===== src/rtl/i2c_xfer_sched_pkg.sv =====
// Shared types for the I2C transaction scheduler: FSM states, latched request
// payload and one format-FIFO entry.
package i2c_xfer_sched_pkg;

    localparam int unsigned AddrW = 7;
    localparam int unsigned DataW = 8;

    typedef enum logic [2:0] {
        IDLE,
        ADDR_W,
        REG,
        DATA,
        ADDR_R,
        READ,
        WAIT_RX,
        DONE
    } state_e;

    typedef struct packed {
        logic [AddrW-1:0] addr;
        logic [DataW-1:0] reg_idx;
        logic             we;
        logic [DataW-1:0] wdata;
    } xfer_req_t;

    typedef struct packed {
        logic [DataW-1:0] data;
        logic             start;
        logic             stop;
        logic             read;
    } fmt_entry_t;

    // Build one format-FIFO entry.
    function automatic fmt_entry_t mk_fmt(logic [DataW-1:0] data, logic start,
                                          logic stop, logic read);
        fmt_entry_t e;
        e.data  = data;
        e.start = start;
        e.stop  = stop;
        e.read  = read;
        return e;
    endfunction

endpackage


===== src/rtl/i2c_rr_arb.sv =====
// Combinational round-robin arbiter.
//   valid_i : request vector
//   ptr_i   : index of the last granted requester (search starts at ptr_i+1)
//   en_i    : arbitration enable; no grant when low
//   gnt_o   : one-hot grant
//   idx_o   : index of the granted requester
//   any_o   : a grant is being issued
module i2c_rr_arb #(
    parameter  int unsigned NumReq = 4,
    localparam int unsigned IdxW   = $clog2(NumReq)
) (
    input  logic [NumReq-1:0] valid_i,
    input  logic [IdxW-1:0]   ptr_i,
    input  logic              en_i,
    output logic [NumReq-1:0] gnt_o,
    output logic [IdxW-1:0]   idx_o,
    output logic              any_o
);

    // Scan ptr+1 .. ptr+NumReq (mod NumReq); first valid candidate wins.
    always_comb begin
        int unsigned cand;
        cand  = 0;
        gnt_o = '0;
        idx_o = '0;
        any_o = 1'b0;
        for (int unsigned i = 1; i <= NumReq; i++) begin
            cand = (32'(ptr_i) + i) % NumReq;
            if (en_i && !any_o && valid_i[IdxW'(cand)]) begin
                any_o              = 1'b1;
                idx_o              = IdxW'(cand);
                gnt_o[IdxW'(cand)] = 1'b1;
            end
        end
    end

endmodule


===== src/rtl/i2c_xfer_sched.sv =====
// Arbitrates single-byte register transactions from NumReq requesters and
// expands each into I2C host format-FIFO entries; collects the RX byte of
// reads and returns a one-cycle response to the granted requester.
//   req_*       : per-requester request (flattened vectors), one-hot accept
//   rsp_*       : one-hot completion pulse with read data / error
//   fmt_*       : format-FIFO entry stream toward i2c_core
//   rx_*        : RX FIFO pop interface
//   host_nak_i  : target NAK pulse from the host
//   busy_o      : a transaction is in progress
module i2c_xfer_sched
    import i2c_xfer_sched_pkg::*;
#(
    parameter int unsigned NumReq        = 4,
    parameter int unsigned TimeoutCycles = 1024
) (
    input  logic                  clk_i,
    input  logic                  rst_i,
    input  logic [NumReq-1:0]     req_valid_i,
    output logic [NumReq-1:0]     req_ready_o,
    input  logic [NumReq*7-1:0]   req_addr_i,
    input  logic [NumReq*8-1:0]   req_reg_i,
    input  logic [NumReq-1:0]     req_we_i,
    input  logic [NumReq*8-1:0]   req_wdata_i,
    output logic [NumReq-1:0]     rsp_valid_o,
    output logic [7:0]            rsp_rdata_o,
    output logic                  rsp_err_o,
    output logic                  fmt_valid_o,
    input  logic                  fmt_ready_i,
    output logic [7:0]            fmt_byte_o,
    output logic                  fmt_start_o,
    output logic                  fmt_stop_o,
    output logic                  fmt_read_o,
    input  logic                  rx_valid_i,
    input  logic [7:0]            rx_data_i,
    output logic                  rx_ready_o,
    input  logic                  host_nak_i,
    output logic                  busy_o
);

    localparam int unsigned IdxW = $clog2(NumReq);
    localparam int unsigned CntW = $clog2(TimeoutCycles);
    localparam logic [CntW-1:0] CntLast = CntW'(TimeoutCycles - 1);

    state_e          state_q, state_d;
    xfer_req_t       req_q, req_d;
    logic [IdxW-1:0] gidx_q, gidx_d;
    logic [IdxW-1:0] ptr_q, ptr_d;
    logic [CntW-1:0] cnt_q, cnt_d;
    logic [7:0]      rdata_q, rdata_d;
    logic            err_q, err_d;

    xfer_req_t       reqs [NumReq];
    fmt_entry_t      fmt_c;
    logic            arb_en;
    logic [NumReq-1:0] arb_gnt;
    logic [IdxW-1:0] arb_idx;
    logic            arb_any;

    // Unpack the flattened request ports into per-requester payloads.
    always_comb begin
        for (int unsigned i = 0; i < NumReq; i++) begin
            reqs[i].addr    = req_addr_i[i*AddrW +: AddrW];
            reqs[i].reg_idx = req_reg_i[i*DataW +: DataW];
            reqs[i].we      = req_we_i[i];
            reqs[i].wdata   = req_wdata_i[i*DataW +: DataW];
        end
    end

    // Grants only happen in IDLE and never while reset is held.
    assign arb_en = (state_q == IDLE) && !rst_i;

    i2c_rr_arb #(
        .NumReq (NumReq)
    ) u_arb (
        .valid_i (req_valid_i),
        .ptr_i   (ptr_q),
        .en_i    (arb_en),
        .gnt_o   (arb_gnt),
        .idx_o   (arb_idx),
        .any_o   (arb_any)
    );

    assign req_ready_o = arb_gnt;
    assign fmt_byte_o  = fmt_c.data;
    assign fmt_start_o = fmt_c.start;
    assign fmt_stop_o  = fmt_c.stop;
    assign fmt_read_o  = fmt_c.read;

    // State register and datapath flops.
    always_ff @(posedge clk_i) begin
        if (rst_i) begin
            state_q <= IDLE;
            req_q   <= '0;
            gidx_q  <= '0;
            ptr_q   <= IdxW'(NumReq - 1);
            cnt_q   <= '0;
            rdata_q <= '0;
            err_q   <= 1'b0;
        end else begin
            state_q <= state_d;
            req_q   <= req_d;
            gidx_q  <= gidx_d;
            ptr_q   <= ptr_d;
            cnt_q   <= cnt_d;
            rdata_q <= rdata_d;
            err_q   <= err_d;
        end
    end

    // Next-state and output decode; outputs forced to 0 while reset is held.
    always_comb begin
        state_d     = state_q;
        req_d       = req_q;
        gidx_d      = gidx_q;
        ptr_d       = ptr_q;
        cnt_d       = cnt_q;
        rdata_d     = rdata_q;
        err_d       = err_q;
        fmt_c       = '0;
        fmt_valid_o = 1'b0;
        rx_ready_o  = 1'b0;
        rsp_valid_o = '0;
        rsp_rdata_o = '0;
        rsp_err_o   = 1'b0;
        busy_o      = 1'b0;

        if (!rst_i) begin
            busy_o = (state_q != IDLE);
            case (state_q)
                IDLE: begin
                    if (arb_any) begin
                        req_d   = reqs[arb_idx];
                        gidx_d  = arb_idx;
                        ptr_d   = arb_idx;
                        rdata_d = '0;
                        err_d   = 1'b0;
                        state_d = ADDR_W;
                    end
                end
                ADDR_W: begin
                    fmt_valid_o = 1'b1;
                    fmt_c       = mk_fmt({req_q.addr, 1'b0}, 1'b1, 1'b0, 1'b0);
                    if (fmt_ready_i) state_d = REG;
                end
                REG: begin
                    fmt_valid_o = 1'b1;
                    fmt_c       = mk_fmt(req_q.reg_idx, 1'b0, 1'b0, 1'b0);
                    if (fmt_ready_i) state_d = req_q.we ? DATA : ADDR_R;
                end
                DATA: begin
                    fmt_valid_o = 1'b1;
                    fmt_c       = mk_fmt(req_q.wdata, 1'b0, 1'b1, 1'b0);
                    if (fmt_ready_i) state_d = DONE;
                end
                ADDR_R: begin
                    fmt_valid_o = 1'b1;
                    fmt_c       = mk_fmt({req_q.addr, 1'b1}, 1'b1, 1'b0, 1'b0);
                    if (fmt_ready_i) state_d = READ;
                end
                READ: begin
                    fmt_valid_o = 1'b1;
                    fmt_c       = mk_fmt(8'd1, 1'b0, 1'b1, 1'b1);
                    if (fmt_ready_i) begin
                        cnt_d   = '0;
                        state_d = WAIT_RX;
                    end
                end
                WAIT_RX: begin
                    rx_ready_o = 1'b1;
                    // Data arriving on the last allowed cycle still wins.
                    if (rx_valid_i) begin
                        rdata_d = rx_data_i;
                        err_d   = 1'b0;
                        state_d = DONE;
                    end else if (cnt_q == CntLast) begin
                        rdata_d = '0;
                        err_d   = 1'b1;
                        state_d = DONE;
                    end else begin
                        cnt_d = (cnt_q == {CntW{1'b1}}) ? cnt_q : cnt_q + 1'b1;
                    end
                end
                DONE: begin
                    rsp_valid_o[gidx_q] = 1'b1;
                    rsp_rdata_o         = rdata_q;
                    rsp_err_o           = err_q;
                    state_d             = IDLE;
                end
                default: state_d = IDLE;
            endcase

            // NAK aborts any active phase and overrides handshakes/RX data.
            if (host_nak_i && (state_q != IDLE) && (state_q != DONE)) begin
                rdata_d = '0;
                err_d   = 1'b1;
                state_d = DONE;
            end
        end
    end

endmodule


===== config.mk =====
export PLATFORM = sky130hd
export DESIGN_NAME = i2c_xfer_sched
export DESIGN_NICKNAME = d
export VERILOG_FILES = /design/src/rtl/i2c_xfer_sched_pkg.sv /design/src/rtl/i2c_rr_arb.sv /design/src/rtl/i2c_xfer_sched.sv
export SDC_FILE = /design/constraint.sdc
export NUM_CORES = 1
export LEC_CHECK = 0
export CAP_MARGIN = 15
export CORE_UTILIZATION = 47
export CTS_CLUSTER_DIAMETER = 40
export DETAILED_ROUTE_END_ITERATION = 10
export PLACE_DENSITY = 0.9
export SLEW_MARGIN = 20
export SYNTH_ARGS = -nofsm -noshare
export SYNTH_HDL_FRONTEND = slang
export SYNTH_SLANG_ARGS = --single-unit

===== constraint.sdc =====
create_clock -name clk_i -period 6.7 [get_ports clk_i]
set_input_delay 1.005 -clock clk_i [delete_from_list [all_inputs] [get_ports clk_i]]
set_output_delay 1.005 -clock clk_i [all_outputs]
set_load 0.005 [all_outputs]

* Yosys cells after proc, flatten, opt, wreduce, memory -nomap -nowiden *
Cells that the tools add are included.

cells by class
  add/subtract/negate cells = 5
  eq/ne operators = 21
  mux-type cells = 70
  reduce and logical (&&, ||, !) cells = 31
  bitwise logic cells = 4
  magnitude comparators = 11

operators with widths
  kind                     count
  $pmux W11 S5             1
  $bmux W24 S2             1
  $mux W24                 2
  $mux W8                  5
  $mux W10                 3
  $mux W3                  10
  $mux W1                  24
  $mux W4                  6
  $pmux W3 S8              1
  $ne A3 B3 Y1 const B     7
  $pmux W10 S2             1
  $pmux W8 S2              1
  $logic_and A1 B1 Y1      15
  $lt A2 B3 Y1 const B     5
  $eq A3 B3 Y1 const B     4
  $or A4 B4 Y4             3
  $mux W11                 1
  $add A10 B1 Y10 const B  1
  $demux W1 S2             5
  $eq A10 B10 Y1 const B   1
  $ge A2 B1 Y1 const B     5
  $bmux W1 S2              4
  $mux W2                  4
  $ne A2 B2 Y1 const B     4
  19 further kinds         28

storage, ports and cells
  input port bits = 113
  flip-flop bits (word level) = 50
  output and inout bits = 31
  logic and storage cells = 152

* Logic depth before layout (Yosys ltp) *
Gate-level depths: netlist of the first run.

  depth after elaboration = 21
  mapped depth = 11
  gate-level depth less buffers = 8

* Hierarchy *
A second synthesis of the first run with hierarchy kept.

second synthesis, totals
  cells, all modules = 425
  area total of the unflattened synthesis = 3,677.3 sq um

by module, submodules not included
  module          instances  area each (sq um)  cells an instance  sequential area each (sq um)
  i2c_xfer_sched  1          3,155.5            360                1,001.0
  i2c_rr_arb      1          521.8              65                 0.0

* Worst setup path before layout of the first run *
OpenSTA, ideal clock, no wires.

  path kind = input -> output
  start = in req_valid_i[3]
  end = out req_ready_o[0]
  path slack = 3.376 ns
  stages on the path = 6
  data arrival time = 2.319 ns
  buffers on the path = 1
  cells stage by stage = buf_6 -> mux4_2 -> inv_1 -> nand2_1 -> nor3_1 -> a221o_1

on the way
  longest elaborated chain between the ends = 16
  elaborated cells on any way between the ends = 28

ends and longest elaborated chain
  element                           line                  source
  start, declared                   i2c_xfer_sched.sv:18  input logic [NumReq-1:0] req_valid_i,
  $bmux W1 S2                       i2c_rr_arb.sv:29      if (en_i && !any_o && valid_i[IdxW'(cand)]) begin
  $mux W1 (implied by the code)     i2c_rr_arb.sv:29
  $logic_and A1 B1 Y1               i2c_rr_arb.sv:29
  $mux W1                           i2c_rr_arb.sv:29
  $logic_not A1 Y1                  i2c_rr_arb.sv:29
  $logic_and A1 B1 Y1 (2 in a row)  i2c_rr_arb.sv:29
  $mux W1                           i2c_rr_arb.sv:29
  $logic_not A1 Y1                  i2c_rr_arb.sv:29
  $logic_and A1 B1 Y1 (2 in a row)  i2c_rr_arb.sv:29
  $mux W1                           i2c_rr_arb.sv:29
  $logic_not A1 Y1                  i2c_rr_arb.sv:29
  $logic_and A1 B1 Y1 (2 in a row)  i2c_rr_arb.sv:29
  $mux W4 (*)                       i2c_rr_arb.sv:29
  end, declared                     i2c_xfer_sched.sv:19  output logic [NumReq-1:0] req_ready_o,

Every way passes the cells marked *; elsewhere a longest branch is shown, timed or not. The select of a mux whose other input is x is not followed.

* Worst setup path in the final report of the first run *
  start = in rst_i
  end = out rsp_valid_o[3]

on the way
  longest elaborated chain between the ends = 1

ends and longest elaborated chain
  element          line                   source
  start, declared  i2c_xfer_sched.sv:17   input logic rst_i,
  $mux W4          i2c_xfer_sched.sv:127  if (!rst_i) begin
  end, declared    i2c_xfer_sched.sv:24   output logic [NumReq-1:0] rsp_valid_o,

No other way between the ends.

==> results of run 1 <==
[cell families after synthesis]
group                    Yosys count  synth area share (%)
XOR/XNOR                           7                  1.78
adder cells (fa/ha/maj)            9                  3.28
AND/OR/NAND/NOR                  121                  18.3
flip-flops                        50                  29.1
AO/OA/AOI/OAI                    144                  34.3
multiplexers                      15                  5.53
buffers and inverters             61                  7.68
[power by group through the flow]
stage | Sequential (uW) | Combinational [uW] | Clock [uW]
5_1_grt | 468 | 938 | 239
2_1_floorplan | 420 | 632 | 0
4_1_cts | 455 | 851 | 226
6_report | 457 | 864 | 226
3_5_place_dp | 460 | 847 | 0
3_3_place_gp | 459 | 813 | 0
[sequential cells by signal, indices dropped and copies added, names as in the netlist]
register and cells:
err_q 1, req_q 24, state_q 3, rdata_q 8
ptr_q 2, gidx_q 2, cnt_q 10
[layout make-up]
class / instances / share of cell area [%]
Sequential cell: 50 / 20.0
Timing Repair Buffer: 146 / 29.2
Multi-Input combinational cell: 296 / 43.6
Clock inverter: 3 / 0.977
Clock buffer: 5 / 1.38
Tap cell: 96 / 2.40
Inverter: 33 / 2.48
[critical path: stages]
cell	delay [ns]
clkdlybuf4s50_1	0.86
inv_1	0.43
nand2_1	0.16
nor2_1	0.48
and3_1	0.23
clkdlybuf4s50_1	0.50
[cell usage in the layout, fill, tap and decap left out, types with 3 or more instances in the layout]
| master | instances |
|---|---|
| a32oi_1 | 23 |
| and3_1 | 9 |
| o211ai_1 | 8 |
| nand4_1 | 3 |
| ha_1 | 9 |
| mux2i_1 | 10 |
| a22oi_1 | 27 |
| a221o_1 | 5 |
| nand2b_1 | 3 |
| or3_1 | 4 |
| a21oi_1 | 22 |
| mux4_2 | 3 |
| inv_1 | 33 |
| nor3_1 | 4 |
| nor2_1 | 45 |
| clkbuf_8 | 5 |
| o211ai_2 | 20 |
| a22o_1 | 9 |
| xor2_1 | 5 |
| dfxtp_1 | 50 |
| and2_1 | 9 |
| a21o_1 | 3 |
| clkdlybuf4s50_1 | 143 |
| nand2_1 | 19 |
| nand3_1 | 8 |
| o21ai_0 | 6 |
[final timing paths]
path | endpoint | depth (start not counted) | startpoint | slack, ns
min reg2reg | rdata_q[0] | 1 | rdata_q[0] | 0.49
max | rsp_valid_o[3] | 6 | rst_i | 2.02
min | rdata_q[0] | 1 | rdata_q[0] | 0.49
max reg2reg | req_q[1] | 8 | ptr_q[0] | 3.06
[metrics by stage]
step	worst slack, ns	total power (uW)
after floorplan	3.38	1050
after global placement	2.16	1270
after detailed placement	2.03	1310
after CTS	2.05	1530
after global routing	1.73	1640
final	2.02	1550
[metal layers]
metal	routed length [um]	up-vias
met5	0	-
met3	708	18
met2	5550	170
met1	4070	1787
li1	-	1785
met4	215	0
==> run summary, run 1 <==
Die width -> 87.5 um
Top-count cell post-synth -> dfxtp_1
Mapped cell area -> 3440 um^2
Startpoint class of the critical path -> input port
Relative slew margins -> 30.9%
First-pass GRT wire length -> 16.9 mm
Critical Path End Type -> output port
Main synth FF type -> dfxtp_1
CTS buffer count -> 5
Setup Buffers After CTS -> 0
Critical path class -> in2out
Final setup vio count -> 0
Fmax -> 0.214 GHz
Post-DP HPWL -> 7.91 mm
Synth async-reset ratio -> 0%
Least-Margin Pin Slew -> 1.04 ns
Cell Count, Final, Fillers Out -> 629
Most frequent cells after synthesis -> dfxtp_1, nor2_1, inv_1, a22oi_1, a32oi_1
Initial Util -> 49.5%
Rows -> 30
Hold Fails Final Rpt -> 0
Clk slew on worst S/H paths -> 0.10 ns
Worst path arrival time -> 3.68 ns
Skew final -> 0.00880 ns
Syn-to-layout area delta -> 45.4%
DR pass1 iterations -> 5
Sink Count -> 50
Total placed cells including tap cells -> 620
Final instance area -> 5000 um^2
Vias in the first global route -> 3671
CTS tree -> yes
Met2 usage -> 50.4%
Worst-path fanout max -> 23
Synthesized flop and latch total -> 50
FILL cells -> 537
Yosys top cell area share -> 29.1%
P_leak -> 0.00195 uW
Num ports -> 144
GRT overflow -> 0
Register area -> 1000 um^2
Synthesized net count -> 529
Int Pwr -> 897 uW
Largest area contributor in the netlist -> dfxtp_1
Layout cells sized above 1 -> 8.82%
Placed Instance Area -> 4870 um^2
# diodes -> 0
Clock power share -> 14.6%
Final Max Slew Viols -> 0
Die height -> 87.5 um
Root Buffer Master -> clkbuf_8
DRT antenna net count -> 0
DRT Wirelength -> 10.5 mm
Clock buffer depth -> 2
Vias per cell -> 5.98
Required @ worst endpoint -> 5.69 ns
GP Congestion -> 0.862
Post-CTS sizing -> 0
Status -> finished, final reports clean
RSZ-0062 raised after global routing -> false
DR vias -> 3760
PwrDens -> 310 nW/um^2
Die area -> 7660 um^2
P_sw -> 650 uW
Core area -> 6940 um^2
Register area share after synthesis -> 29.1%
Final period utilization -> 69.9%
Synth warn -> 0
GRT Max-Usage Layer -> met2
Synth area leaders -> dfxtp_1, o211ai_2, a22oi_1
MaxCap Viol Count -> 0
Post-Syn Instances -> 407
Setup TNS after final layout -> 0 ns
Routed len/inst -> 16.8 um
Netlist cell types -> 61
M1 GR Usage -> 32.9%
Post-CTS Hold Fix Bufs -> 0
Area of the multi-input gates -> 2180 um^2
Syn_area_per_cell -> 8.44 um^2
I/O Buffers -> 143
Max IR drop VDD -> 0.000174 V
Min cycle time layout -> 4.68 ns
Comb power frac -> 55.8%
HP Class -> reg2reg
Flop pwr share -> 29.6%
Largest net degree at the start of global routing -> 28
Final net count -> 654
Final Util -> 71.9%
Initial antenna violation count -> 0
1st-iter DRT viols -> 248
DRC -> 0
Skew-Pair Late Insertion Delay -> 0.31 ns
Global Route Usage Sum -> 27.9%
Met3 Use GR -> 6.54%
Switch share -> 42.0%
Hold slack -> 0.485 ns
Post-synth EDFFs -> 0
Depth of the CTS H-tree -> 2
No activity file was read; power rests on OpenSTA's default activity.
==> run 2, diff against run 1 <==
Settings changed: CORE_UTILIZATION 47 to 44, PLACE_DENSITY 0.9 to 0.85.
Clock period 6.7 ns to 4.7 ns, I/O delays scaled along.
==> run 2 against run 1 <==
Against the previous run: count of clock-buffer cells in the layout unchanged; sequential share of layout area up 0.14 points; cell area down 0.68%; hold slack gained 0.0019 ns; wire length fell by 1.5%; cell count rose by 0.32%; sequential cell count is the same; die area grew 6.7%; core utilization down 5.0 points; first-iteration DRC count down 7.7%; clock skew up 0.0019 ns; largest power group unchanged.
==> run summary, run 2 (synthesis gave the netlist of run 1 again) <==
Register area -> 1000 um^2 (unchanged)
Die width -> 90.4 um (was 87.5 um)
DRT antenna net count -> 0 (unchanged)
Least-Margin Pin Slew -> 1.07 ns (was 1.04 ns)
Reg2reg path depth -> 9 (was 8)
DRC -> 0 (unchanged)
Rows -> 31 (was 30)
FILL cells -> 606 (was 537)
Post-CTS Hold Fix Bufs -> 0 (unchanged)
1st-iter DRT viols -> 229 (was 248)
Final setup vio count -> 0 (unchanged)
Initial antenna violation count -> 0 (unchanged)
Initial Util -> 46.4% (was 49.5%)
Reg-to-reg setup timing slack -> 0.99 ns (was 3.06 ns)
I/O Buffers -> 143 (unchanged)
Total Power Consumption -> 2130 uW (was 1550 uW)
PwrDens -> 428 nW/um^2 (was 310 nW/um^2)
Vias in the first global route -> 3718 (was 3671)
Hold slack -> 0.487 ns (was 0.485 ns)
Final period utilization -> 90.4%
First-pass GRT wire length -> 17.2 mm (was 16.9 mm)
Root Buffer Master -> clkbuf_8 (unchanged)
Setup Buffers After CTS -> 0 (unchanged)
Post-CTS sizing -> 0 (unchanged)
Final net count -> 654 (unchanged)
DR vias -> 3723 (was 3760)
Depth of the CTS H-tree -> 2 (unchanged)
DRT Wirelength -> 10.4 mm (was 10.5 mm)
Max IR drop VDD -> 0.000201 V (was 0.000174 V)
Post-DP HPWL -> 7.89 mm (was 7.91 mm)
GP Congestion -> 0.853 (was 0.862)
P_sw -> 912 uW (was 650 uW)
Clk slew on worst S/H paths -> 0.09 ns (was 0.10 ns)
Die height -> 90.4 um (was 87.5 um)
Die area -> 8170 um^2 (was 7660 um^2)
Final Util -> 67.0% (was 71.9%)
CTS tree -> yes (unchanged)
Clock buffer depth -> 2 (unchanged)
Startpoint class of the critical path -> flop (was input port)
Status -> finished, final reports clean (unchanged)
Relative slew margins -> 28.8% (was 30.9%)
Sink Count -> 50 (unchanged)
Worst-path fanout max -> 18 (was 23)
Worst path arrival time -> 3.54 ns (was 3.68 ns)
Core area -> 7410 um^2 (was 6940 um^2)
Area of the multi-input gates -> 2180 um^2 (unchanged)
Hold path depth -> 1 (unchanged)
Max FFs per register -> 24 (unchanged)
Routed len/inst -> 16.5 um (was 16.8 um)
Required @ worst endpoint -> 3.99 ns (was 5.69 ns)
HP Class -> reg2reg (unchanged)
Vias per cell -> 5.90 (was 5.98)
Global Route Usage Sum -> 25.7% (was 27.9%)
Comb power frac -> 56.2% (was 55.8%)
MaxCap Viol Count -> 0 (unchanged)
Critical path class -> reg2out (was in2out)
Setup TNS after final layout -> 0 ns (unchanged)
Most common cell after layout, fill and taps aside -> clkdlybuf4s50_1 (unchanged)
Switch share -> 42.9% (was 42.0%)
Clock power share -> 11.9% (was 14.6%)
Skew final -> 0.0107 ns (was 0.00880 ns)
CTS buffer count -> 5 (unchanged)
DR pass1 iterations -> 6 (was 5)
Skew-Pair Late Insertion Delay -> 0.31 ns (about the same)
Int Pwr -> 1210 uW (was 897 uW)
Most frequent cells in the layout -> clkdlybuf4s50_1, dfxtp_1, nor2_1, inv_1, a22oi_1 (unchanged)
RSZ-0062 raised after global routing -> false (unchanged)
Flop pwr share -> 31.9% (was 29.6%)
Largest Register -> req_q (unchanged)
GRT overflow -> 0 (unchanged)
# diodes -> 0 (unchanged)
Regs by FF count -> req_q: 24 flops, cnt_q: 10 flops, rdata_q: 8 flops (unchanged)
Fmax -> 0.235 GHz
Syn-to-layout area delta -> 44.4% (was 45.4%)
Largest net degree at the start of global routing -> 29 (was 28)
Hold Fails Final Rpt -> 0 (unchanged)
P_leak -> 0.00193 uW (was 0.00195 uW)
Min cycle time layout -> 4.25 ns
Critical Path End Type -> output port (unchanged)
Num ports -> 144 (unchanged)
Final Max Slew Viols -> 0 (unchanged)
Layout cells sized above 1 -> 8.65% (was 8.82%)
[run 2: cell count changes in the layout (fill, tap and decap cells not counted), sizes merged]
cell	delta
inv	-1
clkinvlp	+1
bufinv	-1
[run 2: final cells by class]
class	count	area share, %
Multi-Input combinational cell	296	43.8
Tap cell	99	2.50
Clock buffer	5	1.39
Inverter	33	2.50
Sequential cell	50	20.2
Timing Repair Buffer	146	29.3
Clock inverter	2	0.303
[run 2: layer usage]
| layer | share of wire (%) | GRT usage (%) | vias to the layer above | wire length, um |
|---|---|---|---|---|
| met5 | 0 | 0 | - | 0 |
| met3 | 6.5 | 5.72 | 27 | 680 |
| li1 | - | - | 1786 | - |
| met1 | 39 | 29.2 | 1741 | 4100 |
| met2 | 52 | 46.2 | 169 | 5350 |
| met4 | 2.4 | 10.5 | 0 | 250 |
[run 2: critical path, stage by stage, from the launching register on]
cell             delay, ns
dfxtp_1               0.76
inv_1                 0.30
ha_1                  0.49
mux4_2                0.42
inv_1                 0.12
nand2_1               0.06
nor3_1                0.39
a221o_1               0.22
clkdlybuf4s50_1       0.49
[run 2: worst paths after layout]
path | end | startpoint
worst max-delay path | req_ready_o[0] | ptr_q[0]
worst min-delay path | rdata_q[1] | rdata_q[1]
worst max register to register | req_q[21] | ptr_q[0]
worst min register to register | rdata_q[1] | rdata_q[1]
[run 2: power groups by stage]
stage	sequential [uW]	combinational, uW	clock, uW
2_1_floorplan	599	901	0
3_3_place_gp	681	1140	0
3_5_place_dp	685	1190	0
4_1_cts	677	1190	257
5_1_grt	697	1310	272
6_report	679	1190	252
[run 2: through the flow]
stage / setup slack, ns / instances / cell area [um^2]
after floorplan: 1.70 / 407 / 3440
after global placement: 0.934 / 624 / 4880
after detailed placement: 0.802 / 624 / 4880
after CTS: 0.458 / 631 / 4960
after global routing: 0.225 / 631 / 4960
final: 0.451 / 631 / 4960
==> run 3, diff against run 2 <==
Settings changed: CORE_ASPECT_RATIO set to 1.4, CORE_UTILIZATION 44 to 60, DONT_BUFFER_PORTS set to 1, PLACE_DENSITY 0.85 to 0.79, SLEW_MARGIN 20 to unset.
==> run 3 against run 2 <==
Against the previous run: count of clock-buffer cells in the layout increased by 1; sequential power decreased by 3.8%; total power decreased by 8.8%; clock power about the same; non-clock buffer count decreased by 141; hold slack got worse by 0.027 ns; via count decreased by 15%; sequential cell count unchanged; critical path type unchanged; largest power group unchanged.
==> run summary, run 3 (synthesis gave the netlist of run 1 again) <==
Required @ worst endpoint -> 3.99 ns (about the same)
Critical Path End Type -> output port (unchanged)
Largest Register -> req_q (unchanged)
Post-CTS sizing -> 0 (unchanged)
GRT overflow -> 0 (unchanged)
Initial Util -> 62.2% (was 46.4%)
Critical path class -> reg2out (unchanged)
Post-CTS Hold Fix Bufs -> 0 (unchanged)
MaxCap Viol Count -> 0 (unchanged)
DRT Wirelength -> 8.72 mm (was 10.4 mm)
1st-iter DRT viols -> 140 (was 229)
Num ports -> 144 (unchanged)
Core area -> 5530 um^2 (was 7410 um^2)
Final net count -> 513 (was 654)
Final WS setup -> 0.913 ns (was 0.451 ns)
Reg-to-reg setup timing slack -> 0.91 ns (was 0.99 ns)
P_leak -> 0.00141 uW (was 0.00193 uW)
Max FFs per register -> 24 (unchanged)
Die height -> 91.6 um (was 90.4 um)
Least-Margin Pin Slew -> 0.799 ns (was 1.07 ns)
Relative slew margins -> 46.7% (was 28.8%)
DP Worst Slack -> 0.736 ns (was 0.802 ns)
Min cycle time layout -> 3.79 ns (was 4.25 ns)
Vias in the first global route -> 3002 (was 3718)
# diodes -> 0 (unchanged)
Worst R2R Start -> ptr_q[0] (unchanged)
Startpoint class of the critical path -> flop (unchanged)
HP Class -> in2reg (was reg2reg)
Hold Fails Final Rpt -> 0 (unchanged)
RSZ-0062 raised after global routing -> false (unchanged)
Syn-to-layout area delta -> 2.58% (was 44.4%)
DRC -> 0 (unchanged)
CTS buffer count -> 5 (unchanged)
Clock buffer depth -> 2 (unchanged)
Setup Buffers After CTS -> 0 (unchanged)
Initial antenna violation count -> 0 (unchanged)
DR vias -> 3147 (was 3723)
Register area -> 1000 um^2 (unchanged)
Sink Count -> 50 (unchanged)
Final Max Slew Viols -> 0 (unchanged)
Critical Path Start -> ptr_q[0] (unchanged)
Die width -> 66.0 um (was 90.4 um)
Depth of the CTS H-tree -> 2 (unchanged)
CTS tree -> yes (unchanged)
Fmax -> 0.264 GHz (was 0.235 GHz)
Area of the multi-input gates -> 2170 um^2 (was 2180 um^2)
Most common cell after layout, fill and taps aside -> dfxtp_1 (was clkdlybuf4s50_1)
Crit path to -> req_ready_o[2] (was req_ready_o[0])
RR Endpoint -> req_q[1] (was req_q[21])
I/O Buffers -> 0 (was 143)
Setup TNS after final layout -> 0 ns (unchanged)
Rows -> 32 (was 31)
First-pass GRT wire length -> 13.8 mm (was 17.2 mm)
Final period utilization -> 80.6% (was 90.4%)
Worst-path fanout max -> 18 (unchanged)
Post-DP HPWL -> 6.49 mm (was 7.89 mm)
Worst path arrival time -> 3.08 ns (was 3.54 ns)
Die area -> 6040 um^2 (was 8170 um^2)
PwrDens -> 550 nW/um^2 (was 428 nW/um^2)
DR pass1 iterations -> 5 (was 6)
Root Buffer Master -> clkbuf_8 (unchanged)
Skew-Pair Late Insertion Delay -> 0.31 ns (about the same)
Most frequent cells in the layout -> dfxtp_1, nor2_1, inv_1, a22oi_1, a32oi_1 (was clkdlybuf4s50_1, dfxtp_1, nor2_1, inv_1, a22oi_1)
Largest net degree at the start of global routing -> 29 (unchanged)
Final setup vio count -> 0 (unchanged)
Regs by FF count -> req_q: 24 flops, cnt_q: 10 flops, rdata_q: 8 flops (unchanged)
Status -> finished, final reports clean (unchanged)
Max IR drop VDD -> 0.000279 V (was 0.000201 V)
DRT antenna net count -> 0 (unchanged)
Reg2reg path depth -> 10 (was 9)
Skew final -> 0.0103 ns (was 0.0107 ns)
Final Util -> 63.8% (was 67.0%)
Routed len/inst -> 19.0 um (was 16.5 um)
FILL cells -> 489 (was 606)
GP Congestion -> 0.875 (was 0.853)
Layout cells sized above 1 -> 11.7% (was 8.65%)
Clk slew on worst S/H paths -> 0.10 ns (was 0.09 ns)
Global Route Usage Sum -> 29.1% (was 25.7%)
Vias per cell -> 6.84 (was 5.90)
[run 3: area by class of cell]
| class | count | share of cell area (%) |
|---|---|---|
| clock inverter | 2 | 0.390 |
| clock buffer | 6 | 2.06 |
| timing repair buffer | 5 | 1.63 |
| sequential | 50 | 28.4 |
| inverter | 33 | 3.51 |
| tap | 68 | 2.41 |
| multi-input combinational | 296 | 61.6 |
[run 3: metrics by stage]
stage / std cells / total power [uW] / area [um^2] / hold WS [ns]
final: 460 / 1940 / 3530 / 0.460
after global routing: 460 / 2080 / 3530 / 0.454
after global placement: 451 / 1650 / 3410 / 0.454
after detailed placement: 451 / 1680 / 3410 / 0.460
after floorplan: 407 / 1500 / 3440 / 0.441
after CTS: 459 / 1930 / 3500 / 0.454
[run 3: metal layers]
| layer | GRT usage [%] | routed length (um) | part of all wire, % |
|---|---|---|---|
| met1 | 31.6 | 3270 | 37 |
| met2 | 54.8 | 4730 | 54 |
| met3 | 4.77 | 527 | 6.0 |
| met4 | 9.57 | 189 | 2.2 |
| met5 | 0 | 0 | 0 |
[run 3: critical path, stage by stage, from the launching register on]
cell,delay [ns]
dfxtp_1,0.74
inv_1,0.29
ha_1,0.48
mux4_2,0.41
inv_1,0.12
nand2_1,0.06
nor3_1,0.43
a221o_1,0.26
[run 3: how the worst min path moves through the flow]
stage	start	to	slack, ns	depth (start not counted)
floorplan	rdata_q[0]	rdata_q[0]	0.44	1
global placement	rdata_q[2]	rdata_q[2]	0.45	1
detailed placement	rdata_q[1]	rdata_q[1]	0.46	1
CTS	rst_i	state_q[2]	0.45	1
global route	rst_i	gidx_q[0]	0.45	1
finish	rst_i	state_q[0]	0.46	1
[run 3: power breakdown]
group	internal [uW]	switching, uW
clock	105	147
sequential	536	117
combinational	445	589
total	1090	853
